===== config.mk =====
export PLATFORM = sky130hd
export DESIGN_NAME = ucsbece154_icache
export DESIGN_NICKNAME = d
export VERILOG_FILES = /design/src/rtl/ucsbece154_icache_pkg.sv /design/src/rtl/ucsbece154_icache_array.sv /design/src/rtl/ucsbece154_icache.sv
export SDC_FILE = /design/constraint.sdc
export NUM_CORES = 1
export LEC_CHECK = 0
export ABC_CLOCK_PERIOD_IN_PS = 5000
export CELL_PAD_IN_SITES_DETAIL_PLACEMENT = 1
export CELL_PAD_IN_SITES_GLOBAL_PLACEMENT = 1
export CORE_ASPECT_RATIO = 0.9
export CORE_UTILIZATION = 45
export DETAILED_ROUTE_END_ITERATION = 8
export GPL_TIMING_DRIVEN = 1
export PLACE_DENSITY = 0.68
export SYNTH_ARGS = -nofsm -noshare
export SYNTH_HDL_FRONTEND = slang
export SYNTH_SLANG_ARGS = --single-unit

===== constraint.sdc =====
create_clock -name clk -period 5 [get_ports clk]
set_input_delay 1 -clock clk [delete_from_list [all_inputs] [get_ports clk]]
set_output_delay 1 -clock clk [all_outputs]
set_load 0.005 [all_outputs]

===== src/rtl/ucsbece154_icache_pkg.sv =====
// rtl/ucsbece154_icache_pkg.sv - shared defaults, FSM encoding and address helpers for the instruction cache
package ucsbece154_icache_pkg;

    localparam int ICACHE_NUM_SETS    = 8;
    localparam int ICACHE_BLOCK_WORDS = 4;

    typedef enum logic [2:0] {
        ST_IDLE          = 3'd0,
        ST_REQ           = 3'd1,
        ST_WAIT          = 3'd2,
        ST_FILL_DEMAND   = 3'd3,
        ST_FILL_PREFETCH = 3'd4
    } icache_state_t;

    function automatic int offset_bits(input int block_words);
        return $clog2(block_words) + 2;
    endfunction

endpackage


===== src/rtl/ucsbece154_icache_array.sv =====
// rtl/ucsbece154_icache_array.sv - valid/tag/data storage with one async read index and one write port
module ucsbece154_icache_array
    import ucsbece154_icache_pkg::*;
#(
    parameter int NUM_SETS    = ICACHE_NUM_SETS,
    parameter int BLOCK_WORDS = ICACHE_BLOCK_WORDS,
    parameter int INDEX_W     = $clog2(NUM_SETS),
    parameter int TAG_W       = 32 - offset_bits(BLOCK_WORDS) - $clog2(NUM_SETS)
) (
    input  logic                         clk,
    input  logic                         reset,
    input  logic [INDEX_W-1:0]           rd_index,
    output logic                         rd_valid,
    output logic [TAG_W-1:0]             rd_tag,
    output logic [BLOCK_WORDS-1:0][31:0] rd_data,
    input  logic [INDEX_W-1:0]           wr_index,
    input  logic [BLOCK_WORDS-1:0]       wr_word_en,
    input  logic [BLOCK_WORDS-1:0][31:0] wr_data,
    input  logic                         wr_tag_en,
    input  logic [TAG_W-1:0]             wr_tag,
    input  logic                         wr_valid_set,
    input  logic                         wr_valid_clr
);

    logic [NUM_SETS-1:0]          valid_q, valid_d;
    logic [TAG_W-1:0]             tag_q  [NUM_SETS];
    logic [TAG_W-1:0]             tag_d  [NUM_SETS];
    logic [BLOCK_WORDS-1:0][31:0] data_q [NUM_SETS];
    logic [BLOCK_WORDS-1:0][31:0] data_d [NUM_SETS];

    assign rd_valid = valid_q[rd_index];
    assign rd_tag   = tag_q[rd_index];
    assign rd_data  = data_q[rd_index];

    // set wins over clear so a single-beat fill ends valid
    always_comb begin
        valid_d = valid_q;
        tag_d   = tag_q;
        data_d  = data_q;
        if (wr_valid_clr) valid_d[wr_index] = 1'b0;
        if (wr_valid_set) valid_d[wr_index] = 1'b1;
        if (wr_tag_en)    tag_d[wr_index]   = wr_tag;
        for (int w = 0; w < BLOCK_WORDS; w++) begin
            if (wr_word_en[w]) data_d[wr_index][w] = wr_data[w];
        end
    end

    always_ff @(posedge clk or negedge reset) begin
        if (!reset) valid_q <= '0;
        else        valid_q <= valid_d;
    end

    always_ff @(posedge clk) begin
        tag_q  <= tag_d;
        data_q <= data_d;
    end

endmodule


===== src/rtl/ucsbece154_icache.sv =====
// rtl/ucsbece154_icache.sv - direct-mapped icache with critical-word-first fill and one-block prefetch buffer
module ucsbece154_icache
    import ucsbece154_icache_pkg::*;
#(
    parameter int NUM_SETS    = ICACHE_NUM_SETS,
    parameter int BLOCK_WORDS = ICACHE_BLOCK_WORDS
) (
    input  logic        clk,
    input  logic        reset,
    input  logic        ReadEnable,
    input  logic [31:0] ReadAddress,
    output logic [31:0] Instruction,
    output logic        Ready,
    output logic        MemReadRequest,
    output logic [31:0] MemReadAddress,
    input  logic [31:0] MemDataIn,
    input  logic        MemDataReady
);

    localparam int OB     = offset_bits(BLOCK_WORDS);
    localparam int WOFF_W = $clog2(BLOCK_WORDS);
    localparam int IW     = $clog2(NUM_SETS);
    localparam int TW     = 32 - OB - IW;
    localparam int BA_W   = 32 - OB;
    localparam int CW     = $clog2(2 * BLOCK_WORDS) + 1;
    localparam logic [CW-1:0] DEMAND_LAST = CW'(BLOCK_WORDS - 1);
    localparam logic [CW-1:0] PF_LAST     = CW'(2 * BLOCK_WORDS - 1);

    icache_state_t                state_q, state_d;
    logic [CW-1:0]                beat_q, beat_d;
    logic [31:0]                  miss_addr_q, miss_addr_d;
    logic                         pf_valid_q, pf_valid_d;
    logic [BA_W-1:0]              pf_block_q, pf_block_d;
    logic [BLOCK_WORDS-1:0][31:0] pf_data_q, pf_data_d;

    logic [WOFF_W-1:0] rd_off, miss_off, fill_word;
    logic [IW-1:0]     rd_idx, miss_idx;
    logic [TW-1:0]     rd_tag_addr, miss_tag;
    logic [BA_W-1:0]   rd_block, miss_block;
    logic              addr_unused;

    assign rd_off      = ReadAddress[OB-1:2];
    assign rd_idx      = ReadAddress[OB+IW-1:OB];
    assign rd_tag_addr = ReadAddress[31:OB+IW];
    assign rd_block    = ReadAddress[31:OB];
    assign addr_unused = ^ReadAddress[1:0];
    assign miss_off    = miss_addr_q[OB-1:2];
    assign miss_idx    = miss_addr_q[OB+IW-1:OB];
    assign miss_tag    = miss_addr_q[31:OB+IW];
    assign miss_block  = miss_addr_q[31:OB];
    assign fill_word   = miss_off + beat_q[WOFF_W-1:0];

    logic                         line_valid;
    logic [TW-1:0]                line_tag;
    logic [BLOCK_WORDS-1:0][31:0] line_data;
    logic [IW-1:0]                wr_index;
    logic [BLOCK_WORDS-1:0]       wr_word_en;
    logic [BLOCK_WORDS-1:0][31:0] wr_data;
    logic                         wr_tag_en, wr_valid_set, wr_valid_clr;
    logic [TW-1:0]                wr_tag;
    logic                         cache_hit, pf_hit;

    ucsbece154_icache_array #(
        .NUM_SETS(NUM_SETS), .BLOCK_WORDS(BLOCK_WORDS), .INDEX_W(IW), .TAG_W(TW)
    ) u_array (
        .clk(clk), .reset(reset),
        .rd_index(rd_idx), .rd_valid(line_valid), .rd_tag(line_tag), .rd_data(line_data),
        .wr_index(wr_index), .wr_word_en(wr_word_en), .wr_data(wr_data),
        .wr_tag_en(wr_tag_en), .wr_tag(wr_tag),
        .wr_valid_set(wr_valid_set), .wr_valid_clr(wr_valid_clr)
    );

    assign cache_hit      = line_valid && (line_tag == rd_tag_addr);
    assign pf_hit         = pf_valid_q && (pf_block_q == rd_block);
    assign MemReadAddress = miss_addr_q;

    always_ff @(posedge clk or negedge reset) begin
        if (!reset) begin
            state_q     <= ST_IDLE;
            beat_q      <= '0;
            miss_addr_q <= '0;
            pf_valid_q  <= 1'b0;
            pf_block_q  <= '0;
            pf_data_q   <= '0;
        end else begin
            state_q     <= state_d;
            beat_q      <= beat_d;
            miss_addr_q <= miss_addr_d;
            pf_valid_q  <= pf_valid_d;
            pf_block_q  <= pf_block_d;
            pf_data_q   <= pf_data_d;
        end
    end

    // beat counter advances on MemDataReady only, so imem may insert idle cycles
    always_comb begin
        state_d     = state_q;
        beat_d      = beat_q;
        miss_addr_d = miss_addr_q;
        pf_valid_d  = pf_valid_q;
        pf_block_d  = pf_block_q;
        pf_data_d   = pf_data_q;
        case (state_q)
            ST_IDLE: begin
                if (ReadEnable && pf_hit) begin
                    pf_valid_d = 1'b0;
                end else if (ReadEnable && !cache_hit) begin
                    miss_addr_d = {ReadAddress[31:2], 2'b00};
                    pf_valid_d  = 1'b0;
                    state_d     = ST_REQ;
                end
            end
            ST_REQ: begin
                beat_d  = '0;
                state_d = ST_WAIT;
            end
            ST_WAIT, ST_FILL_DEMAND: begin
                if (MemDataReady) begin
                    beat_d  = beat_q + 1'b1;
                    state_d = (beat_q == DEMAND_LAST) ? ST_FILL_PREFETCH : ST_FILL_DEMAND;
                end
            end
            ST_FILL_PREFETCH: begin
                if (MemDataReady) begin
                    pf_data_d[beat_q[WOFF_W-1:0]] = MemDataIn;
                    beat_d = beat_q + 1'b1;
                    if (beat_q == PF_LAST) begin
                        pf_valid_d = 1'b1;
                        pf_block_d = miss_block + 1'b1;
                        state_d    = ST_IDLE;
                    end
                end
            end
            default: state_d = ST_IDLE;
        endcase
    end

    always_comb begin
        Ready          = 1'b0;
        Instruction    = '0;
        MemReadRequest = 1'b0;
        wr_index       = rd_idx;
        wr_word_en     = '0;
        wr_data        = pf_data_q;
        wr_tag         = rd_tag_addr;
        wr_tag_en      = 1'b0;
        wr_valid_set   = 1'b0;
        wr_valid_clr   = 1'b0;
        case (state_q)
            ST_IDLE: begin
                if (ReadEnable && (cache_hit || pf_hit)) begin
                    Ready       = 1'b1;
                    Instruction = cache_hit ? line_data[rd_off] : pf_data_q[rd_off];
                    if (pf_hit) begin
                        wr_word_en   = '1;
                        wr_tag_en    = 1'b1;
                        wr_valid_set = 1'b1;
                    end
                end
            end
            ST_REQ: MemReadRequest = 1'b1;
            ST_WAIT, ST_FILL_DEMAND: begin
                if (MemDataReady) begin
                    wr_index              = miss_idx;
                    wr_tag                = miss_tag;
                    wr_word_en[fill_word] = 1'b1;
                    wr_data[fill_word]    = MemDataIn;
                    if (beat_q == '0) begin
                        Ready        = ReadEnable;
                        Instruction  = ReadEnable ? MemDataIn : '0;
                        wr_valid_clr = 1'b1;
                    end
                    if (beat_q == DEMAND_LAST) begin
                        wr_tag_en    = 1'b1;
                        wr_valid_set = 1'b1;
                    end
                end
            end
            ST_FILL_PREFETCH: begin
                if (ReadEnable && cache_hit) begin
                    Ready       = 1'b1;
                    Instruction = line_data[rd_off];
                end
            end
            default: ;
        endcase
    end

endmodule

==> results of run 1 <==
-- Yosys cell counts (44+ instances only) --
library cell,number
mux4_2,286
a22oi_1,77
buf_1,60
mux2i_1,184
nand2_1,159
mux2_2,244
clkbuf_1,118
a221oi_1,46
nor2_1,347
o21ai_0,71
edfxtp_1,1224
xnor2_1,44
buf_2,44
dfrtp_1,202
-- cell families (layout without fill, tap and decap cells) --
kind of cell | after synthesis | after routing | synth area share
fa+ha+maj | 6 | 6 | 0.00126
compound gates | 277 | 277 | 0.0321
mux | 743 | 743 | 0.192
xor+xnor | 69 | 69 | 0.0101
other cells | 1 | 6 | 0.0000628
flops | 1426 | 1426 | 0.700
buf+inv | 256 | 731 | 0.0186
simple gates | 645 | 645 | 0.0463
-- state kept, by name (all words and copies together) (netlist names), named ones only --
signal	count
u_array.tag_q	200
pf_block_q	28
beat_q	4
u_array.valid_q	7
pf_data_q	128
MemReadAddress	30
u_array.data_q	1024
state_q	3
pf_valid_q	1
-- report_power, final --
| group | leakage, nW | internal, W | switching [W] |
|---|---|---|---|
| clock | 2.38 | 0.00636 | 0.00475 |
| sequential | 13.7 | 0.0144 | 0.000467 |
| combinational | 8.49 | 0.00188 | 0.00323 |
-- worst paths after layout --
check | to | slack, ps | depth (start not counted)
max reg2reg | u_array.data_q[365] | 1410 | 8
min in group clk | pf_valid_q | 490 | 1
min | pf_block_q[19] | 200 | 1
max in group asynchronous | pf_data_q[110] | 3640 | 2
min reg2reg | pf_valid_q | 490 | 1
max | Instruction[1] | 20 | 16
-- cells in the final DEF (no fill, tap or decap), drive strengths merged, types with 4 or more instances in the layout --
master            n
a21o              4
a21oi            34
a221oi           46
a22o              6
a22oi            77
and2              8
and3              9
and4              4
buf             325
bufinv            8
clkbuf          240
clkdlybuf4s50    90
clkinv           41
dfrtp           202
diode             4
edfxtp         1224
ha                6
inv              20
mux2            273
mux2i           184
mux4            286
nand2           159
nand2b            5
nand3            28
nand4            35
nor2            348
nor2b             7
nor3              8
nor4              6
o21ai            71
o22ai            10
o311ai           10
or2              12
or3               7
xnor2            44
xor2             25
-- metrics by stage --
step	TNS (ps)	instances	instance area [µm²]	setup WS (ps)	hold slack, ps
2_1_floorplan	0	3424	59800	265	450
3_3_place_gp	-14170	5320	65400	-718	461
3_5_place_dp	-15700	5320	65400	-819	477
4_1_cts	-37.1	5622	70700	-22.0	208
5_1_grt	-751	5631	70900	-73.1	254
6_report	0	5631	70900	16.1	203
-- cell type report --
cell class / count / share of cell area
Antenna cell: 4 / 0.000141
Clock buffer: 222 / 0.0600
Clock inverter: 57 / 0.00893
Inverter: 15 / 0.000794
Multi-Input combinational cell: 1742 / 0.245
Sequential cell: 1426 / 0.590
Tap cell: 1728 / 0.0305
Timing Repair Buffer: 437 / 0.0650
-- worst max-delay path, stage by stage --
cell and delay (ps):
buf_16 140, buf_8 120, mux4_2 500, mux2i_2 230, xnor2_2 110, a2111oi_4 270
buf_4 200, nand3_4 80, buf_6 140, nor4_4 390, buf_6 210, buf_12 160
buf_8 130, a22oi_2 50, nand2_2 120, buf_6 110
-- repair_timing --
action / 4_1_cts / 5_1_grt
pin swaps: 17 / 20
buffers inserted: 18 / 5
gates cloned: 5 / 2
endpoints found under the setup margin: 33 / 31
hold endpoints to repair: 0 / 0
gates resized for setup: 128 / 66
-- metal layers --
metal  wire [µm]  track usage  up-vias
met5          13            0        -
met4        5430       0.0910        2
met3       13200       0.0498      286
met2       88100        0.438     1398
met1       75800        0.380    18604
li1            -            -    14187
==> reports/qor.csv, run 1 <==
metric;value;unit
CP Max Fanout;8;
Final setup viols;0;
CTS Buffer Depth;3;
Post-CTS Hold Buffers;0;
final total power;0.0311;W
hold crit path type;primary input to asynchronous set/reset pin;
min cycle time layout;4980;ps
synth top area cells;edfxtp_1 (62%), mux4_2 (11%), dfrtp_1 (8.5%), mux2_2 (4.6%), mux2i_1 (3.1%);
origin of the worst setup path;ReadAddress[5];
worst setup path category;primary input to output port;
RSZ-0062 raised after global routing;yes;
Synth top area share;0.615;
routed wire length;182000;µm
DRC violations left;0;
EDFF count, synth;1224;
CTS HTree Levels;4;
LEAKAGE;24.5;nW
synthesis warning total;0;
DRT antenna net count;0;
Cell Area, Synth;0.0598;mm²
vias per cell;6.12;
Num CTS Buffers;149;
worst slew pin tran;1300;ps
Async S/R FF share, synth;0.142;
DRT Pass-1 Iters;5;
multi-input logic area;0.0174;mm²
sequential cell area;0.0418;mm²
post-layout util;0.539;
Sink Count;1426;
Cell variety after synth;59;
Placer Congestion;0.850;
Die Span X;386;µm
GRT Util Overall;0.274;
max-slew violation count;0;
Worst EP arrival;3980;ps
Gate Count Post-Synth;3423;
share of post-route cells with drive strength above 1;0.314;
f_max;0.201;GHz
startpoint class of the critical path;primary input;
io pins;134;
Final Hold Viols;0;
Initial DRC Count;3350;
DIE AREA;0.134;mm²
Max Clock Skew;23.0;ps
main flop type after synthesis;edfxtp_1;
Pwr Density;439;mW/mm²
core area;0.131;mm²
clk_lat worst skew;800;ps
Crit. End Element;output port;
HPWL after DPL;109000;µm
Reg-to-Reg Start;state_q[2];
critical path required time;4000;ps
antenna violations before repair;5;
row cnt;126;
status;complete, no violations;
Initial Utilization;0.454;
WL/cell;32.4;µm
VDD IR max;0.336;mV
vias in the first global route;36685;
root buf cell;clkbuf_16;
synthesized area per cell;17.5;µm²
Tcrit/Tclk final;0.997;
clk slew on worst S/H paths;60;ps
nets;3845;
fillers;11988;
largest net degree at the start of global routing;87;
total grt overflow;0;
register area share after synthesis;0.700;
slew margin rel.;0.130;
P&R area growth vs syn;18.6;%
CTS tree;built;
Die H;348;µm
DR vias;34477;
#FFs+latches synth;1426;
MaxCap Viol Count;0;
Synth area leader;edfxtp_1;
I/O Buffers;129;
first-pass GRT wire length;261000;µm
Note: power is estimated with default switching activity, not from simulation.
==> run 2: changes to the inputs <==
--- a/config.mk
+++ b/config.mk
@@ -12,7 +12,7 @@
 export CORE_UTILIZATION = 45
 export DETAILED_ROUTE_END_ITERATION = 8
 export GPL_TIMING_DRIVEN = 1
-export PLACE_DENSITY = 0.68
+export PLACE_DENSITY = 0.64
 export SYNTH_ARGS = -nofsm -noshare
 export SYNTH_HDL_FRONTEND = slang
 export SYNTH_SLANG_ARGS = --single-unit
==> constraint.sdc (replaced) <==
create_clock -name clk -period 5 [get_ports clk]
set_input_delay 0.75 -clock clk [delete_from_list [all_inputs] [get_ports clk]]
set_output_delay 0.75 -clock clk [all_outputs]
set_load 0.005 [all_outputs]
==> run 2 against run 1 <==
Effect of this change: clock skew is 4.1 ps higher; count of clock-buffer cells in the layout is 9 lower; clock power is 4% higher; cell count is 1.5% lower; largest cell class unchanged; maximum frequency is 0.90% higher; design area is 1.2% lower; critical endpoint is now Instruction[20]; highest routed layer unchanged.
==> reports/qor.csv, run 2 (same netlist as run 1, synthesis figures left out) <==
metric;value;unit;change
status;complete, no violations;;unchanged
I/O Buffers;129;;unchanged
LEAKAGE;24.4;nW;was 24.5 nW
core area;0.131;mm²;unchanged
DR vias;33997;;was 34477
GRT Util Overall;0.274;;about the same
vias in the first global route;36152;;was 36685
pre-CTS setup slack;-683;ps;was -819 ps
Crit. End Element;output port;;unchanged
Final Hold Viols;0;;unchanged
routed wire length;182000;µm;about the same
VDD IR max;0.315;mV;was 0.336 mV
RSZ-0062 raised after global routing;yes;;unchanged
HPWL after DPL;110000;µm;was 109000 µm
Tcrit/Tclk final;0.988;;was 0.997
Pwr Density;449;mW/mm²;was 439 mW/mm²
worst setup path category;register to output port;;was primary input to output port
Initial DRC Count;3357;;was 3350
clk slew on worst S/H paths;60;ps;about the same
Die Span X;386;µm;unchanged
hold crit path type;primary input to register;;was primary input to asynchronous set/reset pin
vias per cell;6.13;;was 6.12
Initial Utilization;0.454;;unchanged
final total power;0.0314;W;was 0.0311 W
nets;3763;;was 3845
largest net degree at the start of global routing;108;;was 87
MaxCap Viol Count;0;;unchanged
Die H;348;µm;unchanged
Placer Congestion;0.817;;was 0.850
P&R area growth vs syn;17.2;%;was 18.6%
slew margin rel.;0.198;;was 0.130
Placed Area;0.0646;mm²;was 0.0654 mm²
startpoint class of the critical path;register;;was primary input
critical path required time;4250;ps;was 4000 ps
WL/cell;32.9;µm;was 32.4 µm
DRT Pass-1 Iters;5;;unchanged
f_max;0.202;GHz;was 0.201 GHz
min cycle time layout;4940;ps;was 4980 ps
Final setup viols;0;;unchanged
CTS Buffer Depth;3;;unchanged
CP Max Fanout;5;;was 8
clk_lat worst skew;790;ps;was 800 ps
row cnt;126;;unchanged
max-slew violation count;0;;unchanged
io pins;134;;unchanged
multi-input logic area;0.0173;mm²;was 0.0174 mm²
Sink Count;1426;;unchanged
first-pass GRT wire length;260000;µm;was 261000 µm
worst slew pin tran;1200;ps;was 1300 ps
Top reg by flops;u_array.data_q;;unchanged
DRT antenna net count;0;;unchanged
most common cell after layout, fill and taps aside;edfxtp_1;;unchanged
Worst EP arrival;4190;ps;was 3980 ps
fillers;11959;;was 11988
CTS tree;built;;unchanged
total grt overflow;0;;unchanged
commonest non-fill, non-tap cells in the layout;edfxtp_1 (1224), nor2_1 (310), mux4_2 (286);;was edfxtp_1 (1224), nor2_1 (308), mux4_2 (286)
max reg flops;1024;;unchanged
root buf cell;clkbuf_16;;unchanged
antenna violations before repair;5;;unchanged
Top Registers;u_array.data_q: 1024 flops, u_array.tag_q: 200 flops, pf_data_q: 128 flops;;unchanged
DRC violations left;0;;unchanged
DIE AREA;0.134;mm²;unchanged
share of post-route cells with drive strength above 1;0.291;;was 0.314
worst setup margin;60.4;ps;was 16.1 ps
CTS HTree Levels;4;;unchanged
sequential cell area;0.0418;mm²;unchanged
fin area;0.0700;mm²;was 0.0709 mm²
Max Clock Skew;27.0;ps;was 23.0 ps
Num CTS Buffers;151;;was 149
==> run 2: changes by cell type in the layout (fill, tap and decap cells not counted), moves of 10 or more <==
| cell | previous run | this run |
|---|---|---|
| clkbuf_1 | 50 | 40 |
| clkdlybuf4s50_1 | 90 | 104 |
| buf_12 | 72 | 40 |
| dlymetal6s2s_1 | 0 | 15 |
| buf_4 | 225 | 185 |
| clkbuf_2 | 15 | 0 |
==> run 2: final cells by class <==
type | instances | area share
sequential | 1426 | 0.597
multi-input combinational | 1742 | 0.248
clock buffer | 213 | 0.0617
timing repair buffer | 353 | 0.0506
tap | 1728 | 0.0309
clock inverter | 67 | 0.0110
inverter | 15 | 0.000804
antenna | 2 | 0.0000715
==> run 2: layer usage <==
| layer | part of all wire | GRT usage |
|---|---|---|
| met1 | 0.43 | 0.387 |
| met3 | 0.062 | 0.0411 |
| met2 | 0.48 | 0.438 |
| met5 | 0.000038 | 0 |
| met4 | 0.030 | 0.0877 |
==> run 2: worst paths after layout <==
check                                   start             endpoint  depth (start not counted)  slack (ps)
min                            ReadAddress[2]    MemReadAddress[2]                          2         500
max                        u_array.tag_q[124]      Instruction[20]                         10          60
min reg2reg                     pf_data_q[25]        pf_data_q[25]                          1         530
min in group asynchronous               reset   MemReadAddress[31]                          2         560
max in group asynchronous               reset        pf_data_q[51]                          3        3160
max reg2reg                        state_q[2]  u_array.data_q[892]                          7        1240
==> run 2: through the flow <==
stage / utilization / hold slack (ps) / instances / TNS [ps]
2_1_floorplan: - / 450 / 3424 / 0
3_3_place_gp: 0.491 / 488 / 5262 / -3110
3_5_place_dp: 0.491 / 513 / 5262 / -4880
4_1_cts: 0.531 / 439 / 5544 / 0
5_1_grt: 0.533 / 463 / 5545 / -276
6_report: 0.533 / 504 / 5546 / 0
==> run 2: where the power goes <==
group | switching, W | leakage (nW) | internal [W]
clock | 0.00469 | 2.50 | 0.00682
combinational | 0.00322 | 8.26 | 0.00178
sequential | 0.000499 | 13.7 | 0.0144
==> run 2: critical path, cell delays in order, from the launching register on <==
cell             delay, ps
edfxtp_1               370
mux4_2                 510
mux2i_4                200
xor2_1                 160
and4_1                 210
nand4_1                250
buf_4                  230
o31a_1                 420
and2_1                 200
a221o_2                380
clkdlybuf4s50_1        470
==> run 2: timing repair <==
item / CTS / global route
pin swaps: 4 / 5
setup buffers: 1 / 0
gates resized for setup: 32 / 42
endpoints found under the hold margin: 14 / 0
hold buffers: 1 / 0
setup endpoints to repair: 33 / 29
